**config.mk**
```make
export PLATFORM = sky130hd
export DESIGN_NAME = encoder_sequencer
export DESIGN_NICKNAME = d
export VERILOG_FILES = /design/src/rtl/encoder_sequencer.sv
export SDC_FILE = /design/constraint.sdc
export NUM_CORES = 1
export LEC_CHECK = 0
export ABC_AREA = 1
export CAP_MARGIN = 20
export CORE_MARGIN = 2
export CORE_UTILIZATION = 55
export CTS_BUF_LIST = sky130_fd_sc_hd__clkbuf_2
export DETAILED_ROUTE_END_ITERATION = 12
export GPL_TIMING_DRIVEN = 0
export PLACE_DENSITY_LB_ADDON = 0.1
export SLEW_MARGIN = 0
export SYNTH_ARGS = -nofsm -noshare
export SYNTH_HDL_FRONTEND = slang
export SYNTH_SLANG_ARGS = --single-unit
```
**constraint.sdc**
```tcl
create_clock -name clk -period 5.2 [get_ports clk]
set_input_delay 0.52 -clock clk [delete_from_list [all_inputs] [get_ports clk]]
set_output_delay 0.52 -clock clk [all_outputs]
set_load 0.1 [all_outputs]
```
**src/rtl/encoder_sequencer.sv**
```systemverilog
// Sequences one encode job at a time: start the encoder, collect its result or
// recover from a timeout, and buffer the chain-code bytes in a 16-entry FIFO.
`timescale 1ns/1ps
module encoder_sequencer #(
  parameter int TIMEOUT    = 20000,
  parameter int RST_CYCLES = 2
) (
  input  logic        clk,
  input  logic        reset,
  input  logic        req_valid,
  input  logic [3:0]  req_id,
  output logic        req_ready,
  output logic        enc_start,
  output logic        enc_reset,
  input  logic        enc_done,
  input  logic        enc_error,
  input  logic        enc_code_valid,
  input  logic [7:0]  enc_code,
  input  logic [7:0]  enc_primeter,
  input  logic [11:0] enc_area,
  input  logic [6:0]  enc_start_row,
  input  logic [6:0]  enc_start_col,
  output logic        res_valid,
  input  logic        res_ready,
  output logic [3:0]  res_id,
  output logic [1:0]  res_status,
  output logic [7:0]  res_primeter,
  output logic [11:0] res_area,
  output logic [6:0]  res_row,
  output logic [6:0]  res_col,
  output logic        code_valid,
  output logic [7:0]  code_data,
  input  logic        code_rd,
  output logic [1:0]  dbg_state
);

  // Handshakes: a transfer happens on a rising edge where valid and ready are
  // both high; valid never waits on ready, and payload holds while valid is high.

  localparam logic [1:0] S_IDLE    = 2'd0;
  localparam logic [1:0] S_RUN     = 2'd1;
  localparam logic [1:0] S_RECOVER = 2'd2;
  localparam logic [1:0] S_RESULT  = 2'd3;

  localparam logic [15:0] TO_MAX  = 16'(TIMEOUT);
  localparam logic [15:0] TO_LAST = 16'(TIMEOUT - 1);
  localparam logic [15:0] RC_LAST = 16'(RST_CYCLES - 1);

  logic [1:0]  state_q, state_d;
  logic [15:0] cnt_q, cnt_d;
  logic [15:0] rc_q, rc_d;
  logic        ovf_q, ovf_d;
  logic [3:0]  id_q, id_d;
  logic [1:0]  status_q, status_d;
  logic [7:0]  prim_q, prim_d;
  logic [11:0] area_q, area_d;
  logic [6:0]  row_q, row_d;
  logic [6:0]  col_q, col_d;

  logic [7:0]  mem_q [16];
  logic [3:0]  wr_ptr_q, wr_ptr_d;
  logic [3:0]  rd_ptr_q, rd_ptr_d;
  logic [4:0]  count_q, count_d;

  logic push_req, push, pop, drop, full, empty;

  always_comb begin
    full     = (count_q == 5'd16);
    empty    = (count_q == 5'd0);
    push_req = (state_q == S_RUN) && enc_code_valid;
    pop      = code_rd && !empty;
    // A pop in the same cycle frees the slot, so a push at full still lands.
    push     = push_req && (!full || pop);
    drop     = push_req && full && !pop;
    wr_ptr_d = wr_ptr_q + {3'b0, push};
    rd_ptr_d = rd_ptr_q + {3'b0, pop};
    count_d  = count_q + {4'b0, push} - {4'b0, pop};
  end

  always_comb begin
    state_d  = state_q;
    cnt_d    = cnt_q;
    rc_d     = rc_q;
    ovf_d    = ovf_q | drop;
    id_d     = id_q;
    status_d = status_q;
    prim_d   = prim_q;
    area_d   = area_q;
    row_d    = row_q;
    col_d    = col_q;
    case (state_q)
      S_IDLE: begin
        if (req_valid) begin
          id_d    = req_id;
          cnt_d   = 16'd0;
          ovf_d   = 1'b0;
          state_d = S_RUN;
        end
      end
      S_RUN: begin
        if (cnt_q != TO_MAX) cnt_d = cnt_q + 16'd1;
        if (enc_error || enc_done) begin
          // A drop in the finishing cycle still marks the job as overflowed.
          if (enc_error)            status_d = 2'b01;
          else if (ovf_q || drop)   status_d = 2'b11;
          else                      status_d = 2'b00;
          prim_d  = enc_primeter;
          area_d  = enc_area;
          row_d   = enc_start_row;
          col_d   = enc_start_col;
          state_d = S_RESULT;
        end else if (cnt_q == TO_LAST) begin
          status_d = 2'b10;
          prim_d   = 8'd0;
          area_d   = 12'd0;
          row_d    = 7'd0;
          col_d    = 7'd0;
          rc_d     = 16'd0;
          state_d  = S_RECOVER;
        end
      end
      S_RECOVER: begin
        if (rc_q == RC_LAST) state_d = S_RESULT;
        else                 rc_d    = rc_q + 16'd1;
      end
      S_RESULT: begin
        if (res_ready) state_d = S_IDLE;
      end
      default: state_d = S_IDLE;
    endcase
  end

  always_ff @(posedge clk or posedge reset) begin
    if (reset) begin
      state_q  <= S_IDLE;
      cnt_q    <= 16'd0;
      rc_q     <= 16'd0;
      ovf_q    <= 1'b0;
      id_q     <= 4'd0;
      status_q <= 2'b00;
      prim_q   <= 8'd0;
      area_q   <= 12'd0;
      row_q    <= 7'd0;
      col_q    <= 7'd0;
      wr_ptr_q <= 4'd0;
      rd_ptr_q <= 4'd0;
      count_q  <= 5'd0;
    end else begin
      state_q  <= state_d;
      cnt_q    <= cnt_d;
      rc_q     <= rc_d;
      ovf_q    <= ovf_d;
      id_q     <= id_d;
      status_q <= status_d;
      prim_q   <= prim_d;
      area_q   <= area_d;
      row_q    <= row_d;
      col_q    <= col_d;
      wr_ptr_q <= wr_ptr_d;
      rd_ptr_q <= rd_ptr_d;
      count_q  <= count_d;
    end
  end

  // Storage needs no reset: the pointers and count define what is valid.
  always_ff @(posedge clk) begin
    if (push) mem_q[wr_ptr_q] <= enc_code;
  end

  assign req_ready    = (state_q == S_IDLE);
  assign enc_start    = (state_q == S_RUN);
  assign enc_reset    = (state_q == S_RECOVER);
  assign res_valid    = (state_q == S_RESULT);
  assign res_id       = id_q;
  assign res_status   = status_q;
  assign res_primeter = prim_q;
  assign res_area     = area_q;
  assign res_row      = row_q;
  assign res_col      = col_q;
  assign code_valid   = !empty;
  assign code_data    = mem_q[rd_ptr_q];
  assign dbg_state    = state_q;

endmodule

```
# After elaboration in Yosys (flattened, before gate mapping)
# Memories as Yosys holds them, arrays and structs flattened.
# Index checks and enable logic that the tools add are counted.
[word_totals] regBits=88 ramBits=128 wordCells=84 mem_count=1
[classes] add_sub_neg=6 n_eq_ne=15 n_mux=27 n_bitwise=1 reduce_logical=21
[memory_table] memory="mem_q" depth=16 width=8 read_ports=1 rd_ports_with_merged_regs=0 wr=1 line_no="60" rtl="logic [7:0] mem_q [16];"
[ops] op="$mux 16" count=5
[ops] op="$pmux 16 s2" count=2
[ops] op="$add 16x1->16 const B" count=2
[ops] op="$mux 12" count=2
[ops] op="$mux 7" count=3
[ops] op="$eq 16x1->1 const B" count=1
[ops] op="$eq 16x15->1 const B" count=1
[ops] op="$mux 2" count=8
[ops] op="$mux 8" count=2
[ops] op="$ne 16x15->1 const B" count=1
[ops] op="$add 4x1->4" count=2
[ops] op="$ne 2x1->1 const B" count=4
[ops] op="$pmux 2 s4" count=1
[ops] op="$reduce_and 4->1" count=2
[ops] op="$ne 2x2->1 const B" count=3
[ops] op="$reduce_bool 2->1" count=3
[ops] op="$add 5x1->5" count=1
[ops] op="$eq 5x5->1 const B" count=1
[ops] op="$logic_and 1x1->1" count=5
[ops] op="$logic_not 5->1" count=1
[ops] op="$sub 5x1->5" count=1
[ops] op="$eq 2x2->1 const B" count=2
[ops] op="$mux 1" count=4
[ops] op="$reduce_and 2->1" count=2
[ops] op="7 further kinds" count=11

# Logic depth before layout (Yosys ltp)
# Gate-level depths: netlist of the first run.
[logic_depth] ltp_word=9 depth_mapped=15 depth_no_buf=15

# Least setup slack after synthesis of the first run
# OpenSTA, ideal clock, no wires.
[synth_path] path_kind="reg-to-reg" start="register state_q[0] (netlist: dbg_state[0])" end="register count_q[4]" setup_time_ns=0.128 arrival_ns=3.810 required_ns=5.072 slack_ns=1.262 path_stages_with_launch=14 n_path_buf=1 period_less_slack_ns=3.938 path_cell_list="dfrtp_1 ha_1 buf_6 nand2_1 nor2_1 inv_1 ha_1 inv_1 ha_1 inv_1 fa_1 o21ai_0 a21oi_1 xor2_1"
[synth_between] elab_chain_len=5
[synth_rtl] item="from (decl)" line_no="49" rtl="logic [1:0] state_q, state_d;"
[synth_rtl] item="from (signal assigned)" line_no="149" rtl="state_q <= state_d;"
[synth_rtl] item="$eq 2x1->1"
[synth_rtl] item="named net enc_start" line_no="13" rtl="output logic enc_start,"
[synth_rtl] item="$logic_and 1x1->1" line_no="70" rtl="push_req = (state_q == S_RUN) && enc_code_valid;"
[synth_rtl] item="$logic_and 1x1->1" line_no="73" rtl="push = push_req && (!full || pop);"
[synth_rtl] item="$add 5x1->5" line_no="77" rtl="count_d = count_q + {4'b0, push} - {4'b0, pop};"
[synth_rtl] item="$sub 5x1->5" line_no="77"
[synth_rtl] item="named net count_d[4]" line_no="63" rtl="logic [4:0] count_q, count_d;"
[synth_rtl] item="to (signal assigned)" line_no="161" rtl="count_q <= count_d;"
[synth_rtl] item="to (decl)" line_no="63"
# The timed path passes the listed nets, and every way through them passes these cells.
# A chain may end at the register's enable or synchronous reset.

# Final worst setup path of the first run
[layout_path] start="register rd_ptr_q[1]" end="output code_data[3]"
[layout_between] elab_chain_len=1
[layout_rtl] item="from (decl)" line_no="62" rtl="logic [3:0] rd_ptr_q, rd_ptr_d;"
[layout_rtl] item="from (signal assigned)" line_no="160" rtl="rd_ptr_q <= rd_ptr_d;"
[layout_rtl] item="$mem_v2 16x8"
[layout_rtl] item="to (decl)" line_no="32" rtl="output logic [7:0] code_data,"
# Every way passes these cells.

==> flow_metrics.env, run 1 <==
export IMPL_totalWireLength_microns=23500
export IMPL_power_switching_mw=4.00
export IMPL_cts_resized=0
export IMPL_drive_gt1_share_pct=11.2
export IMPL_r2r_slack_ns=2.33
export IMPL_p_leak_nw=4.99
export IMPL_drtIter0Drc=692
export IMPL_max_slew_margin_pct=28.3
export IMPL_grt_pass1_wl_microns=36200
export IMPL_core_area_sq_mm=0.0174
export IMPL_cts_sinks=216
export IMPL_power_density_mw_per_mm2=644
export IMPL_seq_power_share_pct=29.8
export IMPL_post_route_period_util_pct=82.2
export IMPL_grt_antenna_before_repair=1
export IMPL_syn_area_per_cell_sq_um=9.69
export IMPL_cp_max_fo=10
export IMPL_postSynthCellCount=1013
export IMPL_ioPinCount=109
export IMPL_drt_met1_wl_microns=9670
export IMPL_seq_area_frac_synth_pct=61.6
export IMPL_hold_slack_ns=0.149
export IMPL_wl_met3_microns=1460
export IMPL_r2r_cells=14
export IMPL_vias_per_cell=5.29
export IMPL_num_vias=7639
export IMPL_p_clk_share_pct=15.2
export IMPL_async_flop_share_pct=40.7
export IMPL_die_w_microns=138
export IMPL_crit_type="flip-flop to primary output"
export IMPL_synth_common_cells="nand2_1 (297), edfxtp_1 (128), nor2_1 (106)"
export IMPL_grt_pass1_vias=7282
export IMPL_slowest_stage="clkdlybuf4s50_1"
export IMPL_cp_top_family="buffers and inverters"
export IMPL_fin_setup_tns_ns=0
export IMPL_endpoint_kind="primary output"
export IMPL_cts_tree="built"
export IMPL_path_buf_inv=2
export IMPL_drtPass1Iterations=5
export IMPL_r2r_start="dbg_state[1]"
export IMPL_arrival_ns=3.76
export IMPL_grt_max_degree=46
export IMPL_p_comb_share_pct=55.0
export IMPL_path_common_cell="o21ai_0"
export IMPL_cts_root_buf="clkbuf_2"
export IMPL_switching_share_pct=53.0
export IMPL_chipHeight_microns=138
export IMPL_num_rows=48
export IMPL_worstMarginPinSlew_ns=1.07
export IMPL_yosysTopAreaCellShare_pct=39.2
export IMPL_drt_drc_violations_left=0
export IMPL_rsz0062_at_grt="no"
export IMPL_path_cells="clkbuf_1, o21ai_0, o21ai_0, o21ai_0, nand2_1, clkdlybuf4s50_1"
export IMPL_cts_buffer_depth=3
export IMPL_die_area_sq_mm=0.0189
export IMPL_reg2reg_to="count_q[4]"
export IMPL_ys_seq_elements=216
export IMPL_dp_hpwl_microns=15700
export IMPL_grt_overflow_total=0
export IMPL_layout_min_cycle_time_ns=4.28
export IMPL_synthesis_area_sq_mm=0.00982
export IMPL_synthMostInstantiatedCell="nand2_1"
export IMPL_topRoutingLayerUsed="met4"
export IMPL_clock_latency_ns=0.83
export IMPL_detail_route_wl_per_cell_microns=16.3
export IMPL_synth_edff_count=128
export IMPL_postRouteAntennaNets=0
export IMPL_synth_area_leader_cell="edfxtp_1"
export IMPL_numCtsBuffers=53
export IMPL_cp_depth=6
export IMPL_ir_worst_vdd_mv=0.525
export IMPL_start_util_pct=56.6
export IMPL_critical_path_required_ns=4.68
export IMPL_internal_power_mw=3.55
export IMPL_status="complete, no violations"
export IMPL_wl_met2_microns=11700
export IMPL_yosysWarnings=0
export IMPL_setup_viol=0
export IMPL_hold_path_class="input port to async pin"
export IMPL_max_stage_delay_ns=1.13
export IMPL_fin_nets=1250
export IMPL_hold_viol=0
export IMPL_maxCapViolCount=0
export IMPL_synth_area_leaders="edfxtp_1 (39%), dfrtp_1 (22%), nand2_1 (11%)"
export IMPL_htree_levels=2
export IMPL_area_delta_synth_final_pct=19.3
export IMPL_drv_slew=0
export IMPL_path_clk_slew_ns=0.10
export IMPL_syn_num_nets=1086
export IMPL_yosysUniqueCellTypes=35
export IMPL_gp_congestion=0.894
export IMPL_cts_setup_buffers=0
export IMPL_ctsHoldBuffers=0
export IMPL_grt_use_total_pct=25.3
export IMPL_portBuffers=108
export IMPL_clock_fmax_ghz=0.234
export IMPL_synth_flop_cell="edfxtp_1"
export IMPL_crit_path_start_kind="flip-flop"
export IMPL_skew_ns=0.0799
==> worst max-delay path by stage <==
stage,slack [ns],startpoint,endpoint
2_1_floorplan,1.26,dbg_state[0],count_q[4]
3_3_place_gp,0.90,reset,cnt_q[12]
3_5_place_dp,1.74,rd_ptr_q[0],code_data[3]
4_1_cts,0.89,rd_ptr_q[0],code_data[3]
5_1_grt,0.68,rd_ptr_q[0],code_data[6]
6_report,0.92,rd_ptr_q[1],code_data[3]
==> power groups by stage <==
stage | Combinational, mW | Sequential (mW) | Clock, mW
2_1_floorplan | 1.95 | 3.40 | 0
6_report | 4.15 | 2.25 | 1.15
4_1_cts | 4.15 | 2.25 | 1.17
3_3_place_gp | 4.09 | 2.27 | 0
3_5_place_dp | 4.14 | 2.28 | 0
5_1_grt | 4.40 | 2.28 | 1.25
==> layout by cell type, fill, tap and decap left out, types with 2 or more instances in the layout <==
| cell | synthesis | final |
|---|---|---|
| buf_4 | 3 | 3 |
| buf_6 | 3 | 3 |
| nor2_1 | 106 | 106 |
| o21ai_2 | 9 | 9 |
| edfxtp_1 | 128 | 128 |
| clkbuf_2 | 0 | 85 |
| clkinv_1 | 1 | 10 |
| buf_2 | 18 | 18 |
| nor3_1 | 2 | 2 |
| o21ai_0 | 65 | 65 |
| nand2_1 | 297 | 297 |
| clkbuf_1 | 15 | 15 |
| dfrtp_1 | 88 | 88 |
| ha_1 | 18 | 18 |
| nand2_2 | 5 | 5 |
| o21bai_1 | 2 | 2 |
| o211ai_1 | 10 | 10 |
| nor2_4 | 2 | 2 |
| nand4_1 | 15 | 15 |
| inv_1 | 75 | 74 |
| xor2_1 | 15 | 15 |
| inv_2 | 2 | 2 |
| clkdlybuf4s50_1 | 0 | 108 |
| a31oi_1 | 7 | 7 |
| nand3_1 | 96 | 96 |
| xnor2_1 | 2 | 2 |
| a21oi_1 | 15 | 15 |
| o22ai_1 | 2 | 2 |
| nand3b_1 | 4 | 4 |
==> cells by family (layout without fill, tap and decap cells) <==
logic type	after synthesis	after routing	share of synthesized area (%)
flip-flops	216	216	61.6
AND/OR/NAND/NOR	532	532	22.7
AO/OA/AOI/OAI	112	112	6.65
buffers and inverters	117	322	5.05
other	0	1	0
XOR/XNOR	17	17	1.52
adder cells (fa/ha/maj)	19	19	2.50
==> final cells by class <==
cell class | instances | area [sq um]
flip-flops and latches | 216 | 6050
fillers | 1431 | 5650
multi-input cells | 680 | 3270
repair buffers | 109 | 1110
clock buffers | 85 | 425
inverters | 78 | 295
well taps | 225 | 282
plain buffers | 39 | 203
clock inverters | 11 | 71.3
diodes | 1 | 2.50
==> metal layers <==
metal | vias up | global-route usage, %
met5 | - | 0
met4 | 0 | 9.39
met3 | 61 | 4.93
met2 | 279 | 42.7
met1 | 3558 | 32.5
li1 | 3741 | -
==> flip-flops by register name, summed over array words and instances (netlist names), 4 cells and up <==
signal        count
res_area         12
cnt_q            16
res_primeter      8
rc_q             16
wr_ptr_q          4
count_q           5
res_col           7
rd_ptr_q          4
mem_q           128
res_id            4
res_row           7
==> worst register-to-register path: cells and delay by family (launching register included) <==
family                     cells  cell delay (ns)
xor gates and xnor gates       1             0.15
and+or+nand+nor                2             0.38
buffers and inverters          5             0.51
AOI/OAI and AO/OA              2             0.27
adders and majority gates      4             1.04
DFF                            1             0.45
==> through the flow <==
step                      power [mW]  std cells  cell area (sq um)  utilization (%)  worst slack [ns]
after floorplan                 5.35       1013               9820                -              1.26
after global placement          6.36       1346              11200             64.4             0.903
after detailed placement        6.42       1347              11200             64.6              1.74
after CTS                       7.57       1443              11700             67.4             0.887
after global routing            7.93       1444              11700             67.5             0.678
final                           7.54       1444              11700             67.5             0.924
(Power assumes the default switching activity.)
==> inputs of run 2 (changes only) <==
==> constraint.sdc (replaced) <==
create_clock -name clk -period 4.1 [get_ports clk]
set_input_delay 0.41 -clock clk [delete_from_list [all_inputs] [get_ports clk]]
set_output_delay 0.41 -clock clk [all_outputs]
set_load 0.1 [all_outputs]
==> run 2 against run 1 <==
Against the previous run:
- clock-buffer cell count unchanged
- setup slack lost 0.69 ns
- wire length fell by 0.12%
- global-route usage about the same
- combinational power increased by 26%
- critical path type unchanged
- worst hold slack got worse by 0.0071 ns
- via count about the same
==> flow_metrics.env, run 2 (synthesized netlist as in run 1, its figures left out) <==
export IMPL_status="complete, no violations"
export IMPL_power_switching_mw=5.07
export IMPL_dp_hpwl_microns=15700
export IMPL_cts_setup_buffers=0
export IMPL_worstMarginPinSlew_ns=1.06
export IMPL_portBuffers=108
export IMPL_p_leak_nw=5.02
export IMPL_pre_cts_ws_ns=0.753
export IMPL_cts_buffer_depth=3
export IMPL_grt_pass1_vias=7293
export IMPL_fin_nets=1251
export IMPL_drtPass1Iterations=5
export IMPL_slowest_stage="dlygate4sd2_1"
export IMPL_totalWireLength_microns=23500
export IMPL_drv_slew=0
export IMPL_path_clk_slew_ns=0.09
export IMPL_vias_per_cell=5.29
export IMPL_arrival_ns=3.46
export IMPL_reg2reg_to="count_q[4]"
export IMPL_crit_path_start_kind="flip-flop"
export IMPL_hold_slack_ns=0.141
export IMPL_wl_met3_microns=1600
export IMPL_hold_viol=0
export IMPL_r2r_start="dbg_state[1]"
export IMPL_seq_power_share_pct=29.9
export IMPL_grt_max_degree=46
export IMPL_hold_path_class="input port to flip-flop"
export IMPL_num_vias=7643
export IMPL_ir_worst_vdd_mv=0.664
export IMPL_layout_min_cycle_time_ns=3.87
export IMPL_wl_met2_microns=11700
export IMPL_cp_max_fo=10
export IMPL_fillCellCount=1426
export IMPL_chipHeight_microns=138
export IMPL_switching_share_pct=53.2
export IMPL_p_clk_share_pct=15.3
export IMPL_layout_commonest_cell="nand2_1"
export IMPL_clock_latency_ns=0.82
export IMPL_ioPinCount=109
export IMPL_grt_pass1_wl_microns=36200
export IMPL_skew_ns=0.0771
export IMPL_start_util_pct=56.6
export IMPL_power_density_mw_per_mm2=813
export IMPL_numCtsBuffers=53
export IMPL_setup_ws_ns=0.232
export IMPL_crit_type="flip-flop to primary output"
export IMPL_die_w_microns=138
export IMPL_power_mw=9.52
export IMPL_regMostFlops="mem_q"
export IMPL_clock_fmax_ghz=0.259
export IMPL_internal_power_mw=4.46
export IMPL_area_delta_synth_final_pct=19.4
export IMPL_maxCapViolCount=0
export IMPL_cts_root_buf="clkbuf_2"
export IMPL_final_area_sq_mm=0.0117
export IMPL_endpoint_kind="primary output"
export IMPL_post_route_period_util_pct=94.3
export IMPL_top_regs="mem_q (128), cnt_q (16), rc_q (16)"
export IMPL_setup_viol=0
export IMPL_topRoutingLayerUsed="met4"
export IMPL_grt_antenna_before_repair=1
export IMPL_die_area_sq_mm=0.0189
export IMPL_drive_gt1_share_pct=11.2
export IMPL_path_buf_inv=5
export IMPL_rsz0062_at_grt="no"
export IMPL_drt_drc_violations_left=0
export IMPL_cp_startpoint="rd_ptr_q[0]"
export IMPL_final_cell_mix="nand2_1 (297), edfxtp_1 (128), nor2_1 (106)"
export IMPL_drt_met1_wl_microns=9540
export IMPL_r2r_slack_ns=1.23
export IMPL_postRouteAntennaNets=0
export IMPL_num_rows=48
export IMPL_cts_sinks=216
export IMPL_htree_levels=2
export IMPL_critical_path_required_ns=3.69
export IMPL_hp_start="enc_area[7]"
export IMPL_largest_register_ffs=128
export IMPL_post_dp_cell_area_sq_mm=0.0112
export IMPL_fin_setup_tns_ns=0
export IMPL_max_slew_margin_pct=29.2
export IMPL_whs_path_depth=3
export IMPL_grt_overflow_total=0
export IMPL_max_stage_delay_ns=0.86
export IMPL_cp_top_family="buffers and inverters"
export IMPL_grt_use_total_pct=25.3
export IMPL_path_common_cell="buf_2"
export IMPL_core_area_sq_mm=0.0174
export IMPL_gp_congestion=0.894
export IMPL_p_comb_share_pct=54.8
export IMPL_holdPathEnd="res_area[7]"
export IMPL_cts_tree="built"
export IMPL_r2r_cells=14
export IMPL_drtIter0Drc=618
export IMPL_path_cells="buf_2, inv_1, buf_2, buf_4, nor2_1, o211ai_1, nand4_1, nand2_1, dlygate4sd2_1"
export IMPL_detail_route_wl_per_cell_microns=16.2
==> run 2: cell count changes in the layout (fill, tap and decap cells not counted), sizes merged <==
cell	before	now
clkdlybuf4s50	108	100
dlygate4sd2	0	3
dlymetal6s2s	0	2
clkdlybuf4s15	0	3
dlygate4sd3	0	1
==> run 2: tightest hold or removal path: stages <==
cell	delay, ns
clkdlybuf4s50_1	0.39
nand2_1	0.06
nand2_1	0.04
==> run 2: worst max path at each step <==
stage / to / slack, ns / cells past startpoint
after CTS: code_data[7] / 0.02 / 9
after detailed placement: code_data[3] / 0.75 / 7
after global routing: code_data[6] / 0.004 / 9
final: code_data[2] / 0.23 / 9
after global placement: cnt_q[12] / -0.09 / 2
after floorplan: count_q[4] / 0.16 / 13
==> run 2: power by group through the flow <==
stage	clock network [mW]	registers [mW]	logic, mW
after floorplan	0	4.31	2.48
after CTS	1.49	2.85	5.22
after global placement	0	2.88	5.19
after detailed placement	0	2.89	5.25
final	1.45	2.85	5.22
after global routing	1.59	2.89	5.54
==> run 2: final cells by class <==
class                      instances  area [sq um]  area share, %
clock inverter                    11          71.3          0.609
buffer                            39           203           1.73
clock buffer                      85           425           3.63
multi-input combinational        680          3270           27.9
tap                              225           282           2.40
timing repair buffer             110          1120           9.56
antenna                            1          2.50         0.0214
sequential                       216          6050           51.6
inverter                          78           295           2.52
==> run 2: per-stage QoR <==
stage,instances,utilization (%)
after floorplan,1013,-
after global placement,1346,64.4
after detailed placement,1347,64.6
after CTS,1444,67.5
after global routing,1445,67.5
final,1445,67.5
==> run 2: what timing repair did <==
item | CTS | global route
endpoints found under the setup margin | 6 | 5
resized for setup | 6 | 5
endpoints found under the hold margin | 19 | 0
hold buffers | 1 | 0
==> run 2: layer usage <==
metal / GRT usage, % / vias to the layer above
met1: 32.5 / 3547
met2: 42.8 / 290
met4: 9.16 / 0
li1: - / 3747
met5: 0 / -
met3: 4.89 / 59
==> inputs of run 3 (changes only) <==
--- a/config.mk
+++ b/config.mk
@@ -12,7 +12,7 @@
 export CTS_BUF_LIST = sky130_fd_sc_hd__clkbuf_2
 export DETAILED_ROUTE_END_ITERATION = 12
 export GPL_TIMING_DRIVEN = 0
-export PLACE_DENSITY_LB_ADDON = 0.1
+export PLACE_DENSITY = 0.78
 export SLEW_MARGIN = 0
 export SYNTH_ARGS = -nofsm -noshare
 export SYNTH_HDL_FRONTEND = slang
==> run 3 against run 2 <==
Against the previous run:
- critical path depth unchanged
- via count up 2.1%
- combinational power hardly changed
- wire length rose by 0.94%
- sequential power barely moved
- sequential share of layout area barely moved
- setup slack got worse by 0.082 ns
- first-iteration DRC count fell by 17%
- die area did not move
- global-route usage increased by 0.47 points
- largest power group unchanged
==> flow_metrics.env, run 3 (synthesized netlist as in run 1, its figures left out) <==
export IMPL_detail_route_wl_per_cell_microns=16.4
export IMPL_ir_worst_vdd_mv=0.853
export IMPL_crit_type="flip-flop to primary output"
export IMPL_max_slew_margin_pct=31.6
export IMPL_rsz0062_at_grt="no"
export IMPL_arrival_ns=3.54
export IMPL_numCtsBuffers=51
export IMPL_switching_share_pct=53.3
export IMPL_grt_pass1_wl_microns=37100
export IMPL_crit_path_start_kind="flip-flop"
export IMPL_grt_overflow_total=0
export IMPL_setup_ws_ns=0.150
export IMPL_pre_cts_ws_ns=0.693
export IMPL_die_w_microns=138
export IMPL_grt_pass1_vias=7483
export IMPL_diodes=0
export IMPL_endpoint_kind="primary output"
export IMPL_hold_path_class="input port to flip-flop"
export IMPL_p_clk_share_pct=15.4
export IMPL_drive_gt1_share_pct=10.9
export IMPL_seq_power_share_pct=29.8
export IMPL_fin_nets=1249
export IMPL_cts_sinks=216
export IMPL_cts_setup_buffers=0
export IMPL_dp_hpwl_microns=16300
export IMPL_hold_viol=0
export IMPL_clock_fmax_ghz=0.253
export IMPL_vias_per_cell=5.40
export IMPL_maxCapViolCount=0
export IMPL_layout_commonest_cell="nand2_1"
export IMPL_p_leak_nw=5.00
export IMPL_p_comb_share_pct=54.7
export IMPL_post_route_period_util_pct=96.3
export IMPL_cts_buffer_depth=3
export IMPL_cts_tree="built"
export IMPL_num_vias=7801
export IMPL_cp_max_fo=10
export IMPL_cts_root_buf="clkbuf_2"
export IMPL_path_clk_slew_ns=0.10
export IMPL_critical_path_required_ns=3.69
export IMPL_postRouteAntennaNets=0
export IMPL_final_cell_mix="nand2_1 (297), edfxtp_1 (128), nor2_1 (106)"
export IMPL_setup_viol=0
export IMPL_core_area_sq_mm=0.0174
export IMPL_drtIter0Drc=516
export IMPL_power_switching_mw=5.10
export IMPL_start_util_pct=56.6
export IMPL_ioPinCount=109
export IMPL_worstMarginPinSlew_ns=1.02
export IMPL_fin_setup_tns_ns=0
export IMPL_drtPass1Iterations=5
export IMPL_gp_congestion=0.929
export IMPL_area_delta_synth_final_pct=19.4
export IMPL_skew_ns=0.0958
export IMPL_totalWireLength_microns=23700
export IMPL_top_regs="mem_q (128), cnt_q (16), rc_q (16)"
export IMPL_die_area_sq_mm=0.0189
export IMPL_grt_max_degree=50
export IMPL_power_density_mw_per_mm2=817
export IMPL_internal_power_mw=4.47
export IMPL_num_rows=48
export IMPL_htree_levels=2
export IMPL_chipHeight_microns=138
export IMPL_layout_min_cycle_time_ns=3.95
export IMPL_status="complete, no violations"
export IMPL_portBuffers=108
export IMPL_clock_latency_ns=0.88
export IMPL_grt_antenna_before_repair=0
export IMPL_grt_use_total_pct=25.8
export IMPL_drv_slew=0
export IMPL_drt_drc_violations_left=0
export IMPL_largest_register_ffs=128
export IMPL_regMostFlops="mem_q"
==> run 3: cell type report <==
cell class	count	area (sq um)
sequential	216	6050
fill	1369	5640
multi-input combinational	680	3270
clock inverter	19	130
buffer	39	203
clock buffer	77	385
inverter	78	295
timing repair buffer	110	1100
tap	225	282
==> run 3: critical path, stage by stage, from the launching register on <==
cell and delay (ns):
dfrtp_1 0.40, buf_2 0.20, inv_1 0.09, buf_2 0.28
buf_4 0.25, nor2_1 0.05, o211ai_1 0.30, nand4_1 0.23
nand2_1 0.12, clkdlybuf4s15_1 0.82
==> run 3: metrics by stage <==
step           std cells  power [mW]  cell area (sq um)  util [%]  hold slack, ns
6_report            1444        9.57              11700      67.5           0.132
3_3_place_gp        1346        8.08              11200      64.4           0.467
2_1_floorplan       1013        6.79               9820         -           0.471
3_5_place_dp        1347        8.17              11200      64.5           0.472
4_1_cts             1444        9.58              11700      67.5          0.0817
5_1_grt             1444        10.1              11700      67.5          0.0958
==> run 3: final timing paths <==
check	start	endpoint	slack, ns	cells after the start
setup / recovery	rd_ptr_q[0]	code_data[4]	0.15	9
hold / removal	req_id[1]	res_id[1]	0.13	3
setup reg to reg	dbg_state[1]	count_q[4]	1.10	14
hold reg to reg	res_id[0]	res_id[0]	0.50	2
max in group asynchronous	reset	res_col[3]	2.86	4
min in group asynchronous	reset	count_q[1]	0.53	3
==> run 3: power groups by stage <==
| stage | clock, mW | combinational (mW) | sequential [mW] |
|---|---|---|---|
| after global routing | 1.62 | 5.54 | 2.89 |
| after detailed placement | 0 | 5.27 | 2.90 |
| after global placement | 0 | 5.19 | 2.89 |
| final | 1.48 | 5.24 | 2.85 |
| after CTS | 1.50 | 5.22 | 2.86 |
| after floorplan | 0 | 2.48 | 4.31 |
==> run 3: layer usage <==
layer	vias to the layer above	wire (microns)	GRT usage, %
met5	-	0	0
met4	0	821	12.3
met3	58	1920	6.03
met2	325	11500	41.2
met1	3678	9470	33.3
li1	3740	-	-
==> run 3: repair_timing <==
| item | in CTS | in global routing |
|---|---|---|
| hold buffers | 1 | 0 |
| setup endpoints to repair | 8 | 4 |
| hold endpoints to repair | 1 | 0 |
| resized for setup | 8 | 5 |
| gates cloned | 0 | 0 |
